[config.mk]
export PLATFORM = sky130hd
export DESIGN_NAME = ring_digit_scanner
export DESIGN_NICKNAME = d
export VERILOG_FILES = /design/src/rtl/ring_digit_scanner.sv
export SDC_FILE = /design/constraint.sdc
export NUM_CORES = 1
export LEC_CHECK = 0
export ABC_AREA = 1
export BUFFER_PORTS_ARGS = -buffer_cell sky130_fd_sc_hd__buf_2
export CORE_MARGIN = 5
export CORE_UTILIZATION = 50
export CTS_CLUSTER_SIZE = 20
export DETAILED_ROUTE_END_ITERATION = 7
export PLACE_DENSITY = 0.72
export SYNTH_ARGS = -nofsm -noshare
export SYNTH_HDL_FRONTEND = slang
export SYNTH_SLANG_ARGS = --single-unit
export TNS_END_PERCENT = 50
[constraint.sdc]
create_clock -name clk -period 3.8 [get_ports clk]
set_input_delay 0.19 -clock clk [delete_from_list [all_inputs] [get_ports clk]]
set_output_delay 0.19 -clock clk [all_outputs]
set_load 0.01 [all_outputs]
[src/rtl/ring_digit_scanner.sv]
// Scans four double-buffered BCD digits onto a common-cathode 7-segment display,
// timed by a one-hot ring phase. Optional macro: LEADING_ZERO_BLANK_EN.
module ring_digit_scanner #(
   parameter int FRAME_W = 8
) (
   input  logic               clk,
   input  logic               rst,
   input  logic [3:0]         phase,
   input  logic               load,
   input  logic [15:0]        digits_in,
   output logic               load_ready,
   output logic [3:0]         an,
   output logic [6:0]         seg,
   output logic [FRAME_W-1:0] frame_cnt,
   output logic               phase_err
);

   typedef enum logic [1:0] {SYNC, SCAN, FAULT} state_t;

   state_t        state;
   logic [3:0]    prev_phase;
   logic [15:0]   shadow;
   logic [15:0]   active;
   logic          pending;

   logic          onehot;
   logic          step_ok;
   logic          start;
   logic          wrap;
   logic          next_scan;
   logic          boundary;
   logic          fault;
   logic          frame_tick;
   logic          transfer;
   logic [15:0]   shown;
   logic [3:0]    digit;
   logic [6:0]    seg_next;

   function automatic logic [6:0] decode(input logic [3:0] d);
      case (d)
         4'd0:    decode = 7'b0111111;
         4'd1:    decode = 7'b0000110;
         4'd2:    decode = 7'b1011011;
         4'd3:    decode = 7'b1001111;
         4'd4:    decode = 7'b1100110;
         4'd5:    decode = 7'b1101101;
         4'd6:    decode = 7'b1111101;
         4'd7:    decode = 7'b0000111;
         4'd8:    decode = 7'b1111111;
         4'd9:    decode = 7'b1101111;
         default: decode = 7'b1000000;
      endcase
   endfunction

   assign load_ready = ~pending;
   assign onehot     = (phase == 4'b0001) || (phase == 4'b0010) ||
                       (phase == 4'b0100) || (phase == 4'b1000);
   assign step_ok    = onehot && ((phase == prev_phase) ||
                                  (phase == {prev_phase[2:0], prev_phase[3]}));
   assign start      = (phase == 4'b0001);
   assign wrap       = start && (prev_phase == 4'b1000);

   always_comb begin
      next_scan  = 1'b0;
      boundary   = 1'b0;
      fault      = 1'b0;
      frame_tick = 1'b0;
      case (state)
         SCAN: begin
            if (step_ok) begin
               next_scan  = 1'b1;
               boundary   = wrap;
               frame_tick = wrap;
            end else begin
               fault = 1'b1;
            end
         end
         default: begin
            if (start) begin
               next_scan = 1'b1;
               boundary  = 1'b1;
            end
         end
      endcase
   end

   // Bypass the shadow on a transfer so the new set shows from the boundary phase.
   assign transfer = boundary && pending;
   assign shown    = transfer ? shadow : active;

   always_comb begin
      digit = shown[3:0];
      case (phase)
         4'b0010: digit = shown[7:4];
         4'b0100: digit = shown[11:8];
         4'b1000: digit = shown[15:12];
         default: digit = shown[3:0];
      endcase
   end

`ifdef LEADING_ZERO_BLANK_EN
   logic lz_blank;
   assign lz_blank = (phase[3] && (shown[15:12] == 4'd0)) ||
                     (phase[2] && (shown[15:8]  == 8'd0)) ||
                     (phase[1] && (shown[15:4]  == 12'd0));
   assign seg_next = lz_blank ? 7'b0000000 : decode(digit);
`else
   assign seg_next = decode(digit);
`endif

   always_ff @(posedge clk or negedge rst) begin
      if (!rst) begin
         state      <= SYNC;
         prev_phase <= 4'b0000;
         shadow     <= 16'h0000;
         active     <= 16'h0000;
         pending    <= 1'b0;
         an         <= 4'b1111;
         seg        <= 7'b0000000;
         frame_cnt  <= '0;
         phase_err  <= 1'b0;
      end else begin
         prev_phase <= phase;
         if (transfer) begin
            active  <= shadow;
            pending <= 1'b0;
         end else if (load && !pending) begin
            shadow  <= digits_in;
            pending <= 1'b1;
         end
         if (fault)
            phase_err <= 1'b1;
         if (frame_tick)
            frame_cnt <= frame_cnt + FRAME_W'(1);
         if (next_scan) begin
            state <= SCAN;
            an    <= ~phase;
            seg   <= seg_next;
         end else begin
            if (fault)
               state <= FAULT;
            an  <= 4'b1111;
            seg <= 7'b0000000;
         end
      end
   end

endmodule

==> results of run 1 <==
registers in the layout, summed over array words and instances, names as in the netlist:
register    flops
prev_phase      4
shadow         16
seg             7
phase_err       1
pending         1
state           2
active         16
an              4
frame_cnt       8
cells by family after synthesis:
logic type	synth area share (%)
adders and majority gates	2.69
buffers and inverters	9.20
AOI/OAI and AO/OA	4.35
and+or+nand+nor	23.8
xor gates and xnor gates	4.40
DFF	53.1
muxes	2.42
layout make-up:
cell class / count / area (um2) / share of cell area (%)
sequential: 59 / 1480 / 45.9
multi-input combinational: 199 / 1050 / 32.5
timing repair buffer: 44 / 223 / 6.90
inverter: 53 / 199 / 6.16
clock buffer: 10 / 128 / 3.95
tap: 72 / 90.1 / 2.79
clock inverter: 6 / 57.6 / 1.78
critical path, delay by kind of cell, from the launching register on:
| kind | cells | cell delay, ns |
|---|---|---|
| DFF | 1 | 0.38 |
| adders and majority gates | 1 | 0.30 |
| buffers and inverters | 4 | 0.48 |
| AOI/OAI and AO/OA | 1 | 0.42 |
| and+or+nand+nor | 11 | 1.46 |
through the flow:
step,util (%),setup slack [ns],power [mW]
2_1_floorplan,-,1.74,1.40
3_3_place_gp,55.6,0.904,1.55
3_5_place_dp,55.6,0.732,1.57
4_1_cts,59.0,0.703,2.12
5_1_grt,59.0,0.267,2.26
6_report,59.0,0.698,2.09
synthesized netlist by cell type (3+ instances only):
cell      count
nand2_1      70
dfrtp_1      55
inv_1        52
nor2_1       38
nand3_1      24
a21oi_1      12
xor2_1       11
and2_1        7
ha_1          6
mux2_2        6
dfstp_2       4
nand4_1       4
buf_6         3
clkbuf_1      3
xnor2_1       3
per-layer routing:
layer  vias to the layer above  wire length (um)  global-route usage (%)
li1                       1069                 -                       -
met1                       969              2370                    19.1
met2                        49              2480                    25.7
met3                        11               284                    3.93
met4                         0                70                    7.34
met5                         -                 0                       0
how the worst min path moves through the flow:
stage,start,slack (ns),cells past startpoint,endpoint
2_1_floorplan,rst,-0.11,0,active[0]$_DFF_PN0_
3_3_place_gp,rst,0.38,2,phase_err$_DFFE_PN0P_
3_5_place_dp,rst,0.38,2,phase_err$_DFFE_PN0P_
4_1_cts,rst,0.01,2,phase_err$_DFFE_PN0P_
5_1_grt,phase[1],0.05,1,prev_phase[1]$_DFF_PN0_
6_report,rst,-0.005,2,phase_err$_DFFE_PN0P_
power by group:
part	total [mW]	leakage (nW)	switching, mW	internal (mW)
clock	0.538	0.0958	0.240	0.298
combinational	0.627	1.01	0.386	0.242
sequential	0.926	0.685	0.0806	0.845
total	2.09	1.79	0.707	1.38
==> flow_metrics.py, run 1 <==
metrics = {
    "route": {
        "remaining_drc_errors": 0,
        "final_antenna_net_count": 0,
        "drt_pass1_iterations": 4,
        "routed_wl_mm": 5.20,
        "vias": 2098,
        "via_per_inst": 4.74,
        "drtIter0Drc": 86,
        "drt-wirelength-per-cell_um": 11.7,
    },
    "critical_path": {
        "cp-end-kind": "flip-flop",
        "rrSetupSlack_ns": 0.70,
        "arrival_ns": 3.37,
        "r2r-end": "seg[3]$_DFF_PN0_",
        "critPathMaxStageDelay_ns": 0.50,
        "start_kind": "flip-flop",
        "worstPathMaxFanout": 20,
        "rr_startpoint": "prev_phase[3]$_DFF_PN0_",
        "cp.required_ns": 4.07,
        "crit_start": "prev_phase[3]$_DFF_PN0_",
        "crit_path_end": "seg[3]$_DFF_PN0_",
        "crit_slowest_cell": "nand2_1",
        "critPathKind": "flip-flop to flip-flop",
        "crit_chain": "inv_1, nor2_1, nand2_1, a21oi_2, nand2_1, inv_1, nand2_1, nand2_1, nand2_1, nand2_1, inv_1, nand2_1, inv_1, ha_1, nor2_1, nor2_1, nor2_1",
        "reg2reg_depth": 17,
        "critPathMostFrequentCell": "nand2_1",
    },
    "timing": {
        "min_period_over_period_pct": 81.6,
        "maxSlewViolCount": 0,
        "skew_ns": 0.00933,
        "tightest_slew_ns": 0.848,
        "period_minus_slack_ns": 3.10,
        "clock.fmax_mhz": 322,
        "rsz0062_at_grt": "no",
        "fin_tns_setup_ns": 0,
        "holdWs_ns": -0.00453,
        "relSlewSlack_pct": 43.4,
        "hold_viol": 1,
        "setup_viol": 0,
    },
    "clock_tree": {
        "htree_num_levels": 3,
        "clockBufferDepth": 2,
        "cts_tree": "built",
        "clock_sinks": 59,
        "cts_root_buf": "clkbuf_8",
        "clkLatencyLatePin_ns": 0.34,
        "cts-hold-fix-buffers": 0,
        "cts_buffers": 9,
        "post_cts_resized": 0,
        "clk_pin_slew_ns": 0.06,
        "cts_setup_buffers": 0,
    },
    "pwr": {
        "power.leakage_nw": 1.79,
        "irDropWorstVdd_v": 0.000404,
        "p_per_area_mw_per_mm2": 648,
    },
    "logic_synthesis": {
        "synth_edf_count": 0,
        "syn-num-nets": 348,
        "synth_area_mm2": 0.00279,
        "synth_top_cell_by_area": "dfrtp_1",
        "avgSynthCellArea_um2": 8.74,
        "synth_flop_cell": "dfrtp_1",
        "ys.warnings.count": 0,
        "synth.distinct_cells": 32,
        "synthArstFlopShare_pct": 100,
        "synth_cells": 319,
        "netlist.area_leader.share_pct": 49.3,
        "ys_seq_area_share_pct": 53.1,
        "ys_ff_latch": 59,
        "ys_top_cells_by_area": "dfrtp_1 49%, nand2_1 9.4%, inv_1 7.0%, nor2_1 5.1%, nand3_1 4.3%",
    },
    "status": {
        "status": "finished, violations left",
        "violations": "negative hold slack",
    },
    "global_routing": {
        "grt_max_degree": 60,
        "grt_pass1_wl_mm": 8.91,
        "grt_usage_pct": 15.6,
        "grt_pass1_vias": 2059,
        "antenna_found_initial": 0,
        "grt-ovfl-total": 0,
    },
    "place": {
        "gp_congestion": 0.812,
        "portBuffers": 43,
        "dpl.hpwl_mm": 3.80,
        "dp_cells": 427,
        "place_area_mm2": 0.00304,
    },
    "floorplan": {
        "floorplan.die.width_um": 84.7,
        "top_level_ports": 44,
        "die_h_um": 84.7,
        "fp.dieArea_mm2": 0.00717,
        "start_util_pct": 51.0,
        "core_area_mm2": 0.00547,
        "rows": 27,
    },
    "layout": {
        "mostFrequentLayoutCell": "nand2_1",
        "synthToLayoutAreaGrowth_pct": 15.8,
        "final_net_count": 395,
        "stdcell_count": 443,
        "final_area_mm2": 0.00323,
        "n_antenna_cell": 0,
        "fill_cells": 511,
        "drive_gt1_share_pct": 21.0,
        "layout_common_cells": "70 x nand2_1, 55 x dfrtp_1, 52 x inv_1, 43 x buf_2, 38 x nor2_1",
    },
    "min_path": {
        "hp-class": "primary input to asynchronous set/reset pin",
    },
    "run": {
        "cap_violations": 0,
    },
}
Power figures use the tool's default switching activity.
==> run 2: changes to the inputs <==
--- a/config.mk
+++ b/config.mk
@@ -11,7 +11,7 @@
 export CORE_UTILIZATION = 50
 export CTS_CLUSTER_SIZE = 20
 export DETAILED_ROUTE_END_ITERATION = 7
-export PLACE_DENSITY = 0.72
+export PLACE_DENSITY = 0.75
 export SYNTH_ARGS = -nofsm -noshare
 export SYNTH_HDL_FRONTEND = slang
 export SYNTH_SLANG_ARGS = --single-unit
==> constraint.sdc (replaced) <==
create_clock -name clk -period 2.7 [get_ports clk]
set_input_delay 0.135 -clock clk [delete_from_list [all_inputs] [get_ports clk]]
set_output_delay 0.135 -clock clk [all_outputs]
set_load 0.01 [all_outputs]
==> flow_metrics.py, run 2 (synthesis results as in run 1) <==
metrics = {
    "clock_tree": {
        "clkLatencyLatePin_ns": 0.34,
        "htree_num_levels": 3,
        "post_cts_resized": 0,
        "clockBufferDepth": 2,
        "cts_buffers": 9,
        "clock_sinks": 59,
        "clk_pin_slew_ns": 0.06,
        "cts_tree": "built",
        "cts_root_buf": "clkbuf_8",
        "cts_setup_buffers": 0,
    },
    "timing": {
        "hold_viol": 0,
        "fin_tns_setup_ns": 0,
        "period_minus_slack_ns": 2.38,
        "skew_ns": 0.00462,
        "maxSlewViolCount": 0,
        "relSlewSlack_pct": 64.6,
        "setup_viol": 0,
        "min_period_over_period_pct": 88.1,
        "tightest_slew_ns": 0.531,
        "rsz0062_at_grt": "no",
        "clock.fmax_mhz": 420,
        "holdWs_ns": 0.0159,
    },
    "layout": {
        "layout_common_cells": "70 x nand2_1, 55 x dfrtp_1, 52 x inv_1, 43 x buf_2, 38 x nor2_1",
        "fill_cells": 523,
        "final_net_count": 400,
        "synthToLayoutAreaGrowth_pct": 15.9,
        "final_core_util_pct": 59.1,
        "n_antenna_cell": 0,
        "final_area_mm2": 0.00323,
        "mostFrequentLayoutCell": "nand2_1",
        "drive_gt1_share_pct": 20.6,
        "top_regs": "active x16, shadow x16, frame_cnt x8",
    },
    "global_routing": {
        "antenna_found_initial": 0,
        "grt_usage_pct": 16.1,
        "grt_pass1_wl_mm": 9.07,
        "met2_usage_pct": 24.7,
        "busiest_layer": "met2",
        "grt_max_degree": 36,
        "gr-usage-met1_pct": 20.6,
        "grt-ovfl-total": 0,
        "use_met3_pct": 3.83,
        "grt_pass1_vias": 2074,
    },
    "route": {
        "via_per_inst": 4.72,
        "drt-wirelength-per-cell_um": 11.6,
        "final_antenna_net_count": 0,
        "remaining_drc_errors": 0,
        "drt_pass1_iterations": 5,
        "vias": 2102,
        "drtIter0Drc": 73,
        "routed_wl_mm": 5.17,
    },
    "floorplan": {
        "fp.dieArea_mm2": 0.00717,
        "top_level_ports": 44,
        "start_util_pct": 51.0,
        "die_h_um": 84.7,
        "rows": 27,
        "floorplan.die.width_um": 84.7,
        "core_area_mm2": 0.00547,
    },
    "critical_path": {
        "critPathKind": "flip-flop to flip-flop",
        "worstPathMaxFanout": 18,
        "arrival_ns": 2.65,
        "cp-end-kind": "flip-flop",
        "cp.required_ns": 2.97,
        "start_kind": "flip-flop",
    },
    "pwr": {
        "irDropWorstVdd_v": 0.000494,
        "p_per_area_mw_per_mm2": 879,
        "power_mw": 2.84,
        "power.leakage_nw": 1.80,
    },
    "place": {
        "portBuffers": 43,
        "place_area_mm2": 0.00307,
        "gp_congestion": 0.767,
        "dpl.hpwl_mm": 3.82,
    },
    "run": {
        "cap_violations": 0,
    },
    "status": {
        "status": "finished clean",
    },
    "min_path": {
        "hp-class": "primary input to flip-flop",
    },
}
run 2: cell count changes in the layout (fill, tap and decap cells not counted), sizes merged:
cell / change
buf: +4
bufinv: -1
clkbuf: +3
clkinv: -4
clkinvlp: -1
dlygate4sd3: +1
run 2: stage by stage:
stage | setup WS [ns] | cells
floorplan | 0.641 | 319
global placement | 0.469 | 431
detailed placement | 0.356 | 431
CTS | 0.334 | 445
global route | 0.0390 | 445
finish | 0.321 | 445
run 2: layer usage:
metal	part of all wire [%]	wire, um
met5	0	0
met4	3.0	157
met3	6.9	358
met2	44	2280
met1	46	2380
run 2: final timing paths:
path                                        from                  endpoint  slack, ns  cells after the start
hold reg to reg            phase_err$_DFFE_PN0P_     phase_err$_DFFE_PN0P_       0.46                      2
min in group asynchronous                    rst  frame_cnt[6]$_DFFE_PN0P_       0.31                      2
setup reg to reg            state[1]$_DFFE_PN0P_          seg[3]$_DFF_PN0_       0.32                     13
hold / removal                          phase[1]   prev_phase[1]$_DFF_PN0_       0.02                      1
max in group asynchronous                    rst       active[6]$_DFF_PN0_       1.56                      3
setup / recovery            state[1]$_DFFE_PN0P_          seg[3]$_DFF_PN0_       0.32                     13
run 2: power breakdown:
group	total, mW	leakage, nW	switching, mW	internal (mW)
combinational	0.891	1.04	0.544	0.348
sequential	1.30	0.685	0.113	1.19
clock	0.647	0.0754	0.304	0.343
total	2.84	1.80	0.960	1.88
run 2: worst max-delay path: stages, from the launching register on:
cell and delay, ns:
dfrtp_1 0.38, nor2_1 0.25, a21oi_2 0.12, nand2_1 0.10
buf_4 0.23, nand2_1 0.09, nand3_1 0.07, nand2_1 0.06
o21ai_2 0.27, inv_1 0.12, ha_1 0.29, nor2_1 0.15
nor2_1 0.07, nor2_1 0.10
run 2: final cells by class:
cell class	count	area (um2)	area share, %
sequential	59	1480	45.8
multi-input combinational	199	1050	32.5
timing repair buffer	49	263	8.13
inverter	53	199	6.15
clock buffer	13	149	4.61
tap	72	90.1	2.79
run 2: timing repair:
item,4_1_cts,5_1_grt
endpoints found under the hold margin,20,0
hold buffers,1,0
endpoints found under the setup margin,0,0
==> run 3: changes to the inputs <==
==> constraint.sdc (replaced) <==
create_clock -name clk -period 2.7 [get_ports clk]
set_input_delay 0.405 -clock clk [delete_from_list [all_inputs] [get_ports clk]]
set_output_delay 0.405 -clock clk [all_outputs]
set_load 0.01 [all_outputs]
==> flow_metrics.py, run 3 (synthesis results as in run 1) <==
metrics = {
    "status": {
        "status": "finished clean",
    },
    "critical_path": {
        "start_kind": "flip-flop",
        "rr_startpoint": "prev_phase[2]$_DFF_PN0_",
        "cp.required_ns": 2.97,
        "crit_start": "prev_phase[2]$_DFF_PN0_",
        "critPathKind": "flip-flop to flip-flop",
        "arrival_ns": 2.62,
        "r2r-end": "seg[3]$_DFF_PN0_",
        "worstPathMaxFanout": 14,
        "cp-end-kind": "flip-flop",
        "reg2reg_depth": 16,
        "rrSetupSlack_ns": 0.35,
    },
    "route": {
        "routed_wl_mm": 5.39,
        "final_antenna_net_count": 0,
        "drt-wirelength-per-cell_um": 12.0,
        "drtIter0Drc": 97,
        "drt_pass1_iterations": 4,
        "remaining_drc_errors": 0,
        "via_per_inst": 4.69,
        "vias": 2106,
    },
    "timing": {
        "period_minus_slack_ns": 2.35,
        "maxSlewViolCount": 0,
        "fin_ws_ns": 0.353,
        "rsz0062_at_grt": "no",
        "setup_viol": 0,
        "min_period_over_period_pct": 86.9,
        "relSlewSlack_pct": 67.1,
        "skew_ns": 0.00900,
        "tightest_slew_ns": 0.492,
        "fin_tns_setup_ns": 0,
        "clock.fmax_mhz": 426,
        "hold_viol": 0,
    },
    "floorplan": {
        "floorplan.die.width_um": 84.7,
        "core_area_mm2": 0.00547,
        "die_h_um": 84.7,
        "fp.dieArea_mm2": 0.00717,
        "top_level_ports": 44,
        "rows": 27,
        "start_util_pct": 51.0,
    },
    "place": {
        "dpl.hpwl_mm": 4.14,
        "preCtsSetupSlack_ns": 0.186,
        "place_area_mm2": 0.00309,
        "portBuffers": 43,
        "gp_congestion": 0.849,
    },
    "clock_tree": {
        "clk_pin_slew_ns": 0.07,
        "cts-hold-fix-buffers": 0,
        "post_cts_resized": 0,
        "cts_tree": "built",
        "clkLatencyLatePin_ns": 0.34,
        "cts_setup_buffers": 0,
        "clockBufferDepth": 2,
        "cts_root_buf": "clkbuf_8",
        "cts_buffers": 9,
        "htree_num_levels": 3,
        "clock_sinks": 59,
    },
    "layout": {
        "multi_input_area_mm2": 0.00105,
        "final_net_count": 401,
        "layout_common_cells": "70 x nand2_1, 55 x dfrtp_1, 52 x inv_1, 43 x buf_2, 37 x nor2_1",
        "fill_cells": 518,
        "n_antenna_cell": 0,
        "synthToLayoutAreaGrowth_pct": 18.7,
        "mostFrequentLayoutCell": "nand2_1",
        "final_area_mm2": 0.00331,
        "regArea_mm2": 0.00148,
        "drive_gt1_share_pct": 22.3,
        "top_regs": "active x16, shadow x16, frame_cnt x8",
        "final_core_util_pct": 60.5,
    },
    "pwr": {
        "combPwrFrac_pct": 29.2,
        "p_per_area_mw_per_mm2": 934,
        "switching_share_pct": 32.4,
        "power_mw": 3.09,
        "power.switching_mw": 1.00,
        "power.leakage_nw": 1.84,
        "p_int_mw": 2.09,
        "irDropWorstVdd_v": 0.000518,
        "power_frac_clock_pct": 28.5,
        "p_seq_share_pct": 42.3,
    },
    "min_path": {
        "hp-class": "primary input to asynchronous set/reset pin",
    },
    "global_routing": {
        "antenna_found_initial": 0,
        "grt_pass1_wl_mm": 9.75,
        "grt_max_degree": 23,
        "grt_usage_pct": 17.3,
        "grt_pass1_vias": 2150,
        "grt-ovfl-total": 0,
    },
    "run": {
        "cap_violations": 0,
    },
}
-- run 3: cell count changes in the layout (fill, tap and decap cells not counted), sizes merged --
cell,before,now
buf,48,50
bufinv,0,2
clkinv,0,2
clkbuf,13,12
dlygate4sd3,1,0
-- run 3: cell type report --
cell class | instances | area share (%)
multi-input cells | 199 | 31.8
repair buffers | 50 | 8.09
clock buffers | 12 | 4.38
well taps | 72 | 2.72
inverters | 53 | 6.01
flip-flops and latches | 59 | 44.7
clock inverters | 4 | 2.23
-- run 3: power groups by stage --
stage	combinational [mW]	clock [mW]	sequential [mW]
floorplan	0.660	0	1.30
global placement	0.877	0	1.32
detailed placement	0.909	0	1.32
CTS	0.918	0.905	1.31
global route	1.06	0.950	1.34
finish	0.903	0.883	1.31
-- run 3: worst max-delay path, cell delays in order (launching register included) --
cell and delay, ns:
dfrtp_1 0.42, nor2_1 0.12, nand2_1 0.09, a21oi_2 0.17, nand2_1 0.17, buf_4 0.24
nand2_1 0.07, nand2_1 0.07, nand2_1 0.06, nand2_1 0.05, inv_1 0.05, nand2_1 0.10
inv_1 0.13, ha_1 0.24, nor2_1 0.14, nor2_1 0.06, nor2_1 0.09
-- run 3: through the flow --
| stage | instances | hold WS (ns) |
|---|---|---|
| floorplan | 319 | 0.109 |
| global route | 449 | 0.0452 |
| detailed placement | 433 | 0.389 |
| finish | 449 | 0.0121 |
| global placement | 433 | 0.396 |
| CTS | 449 | 0.0198 |
-- run 3: worst max path at each step --
stage / endpoint / slack (ns) / cells past startpoint
5_1_grt: seg[3]$_DFF_PN0_ / 0.04 / 16
3_5_place_dp: seg[3]$_DFF_PN0_ / 0.19 / 17
6_report: seg[3]$_DFF_PN0_ / 0.35 / 16
3_3_place_gp: seg[3]$_DFF_PN0_ / 0.31 / 17
2_1_floorplan: seg[3]$_DFF_PN0_ / 0.48 / 17
4_1_cts: seg[3]$_DFF_PN0_ / 0.28 / 15
-- run 3: routing by layer --
layer	share of wire [%]	up-vias	global-route usage [%]	wire, um
li1	-	1090	-	-
met2	48	42	28.3	2590
met5	0	-	0	0
met3	6.2	8	6.08	332
met4	1.9	0	7.19	104
met1	44	966	20.7	2370
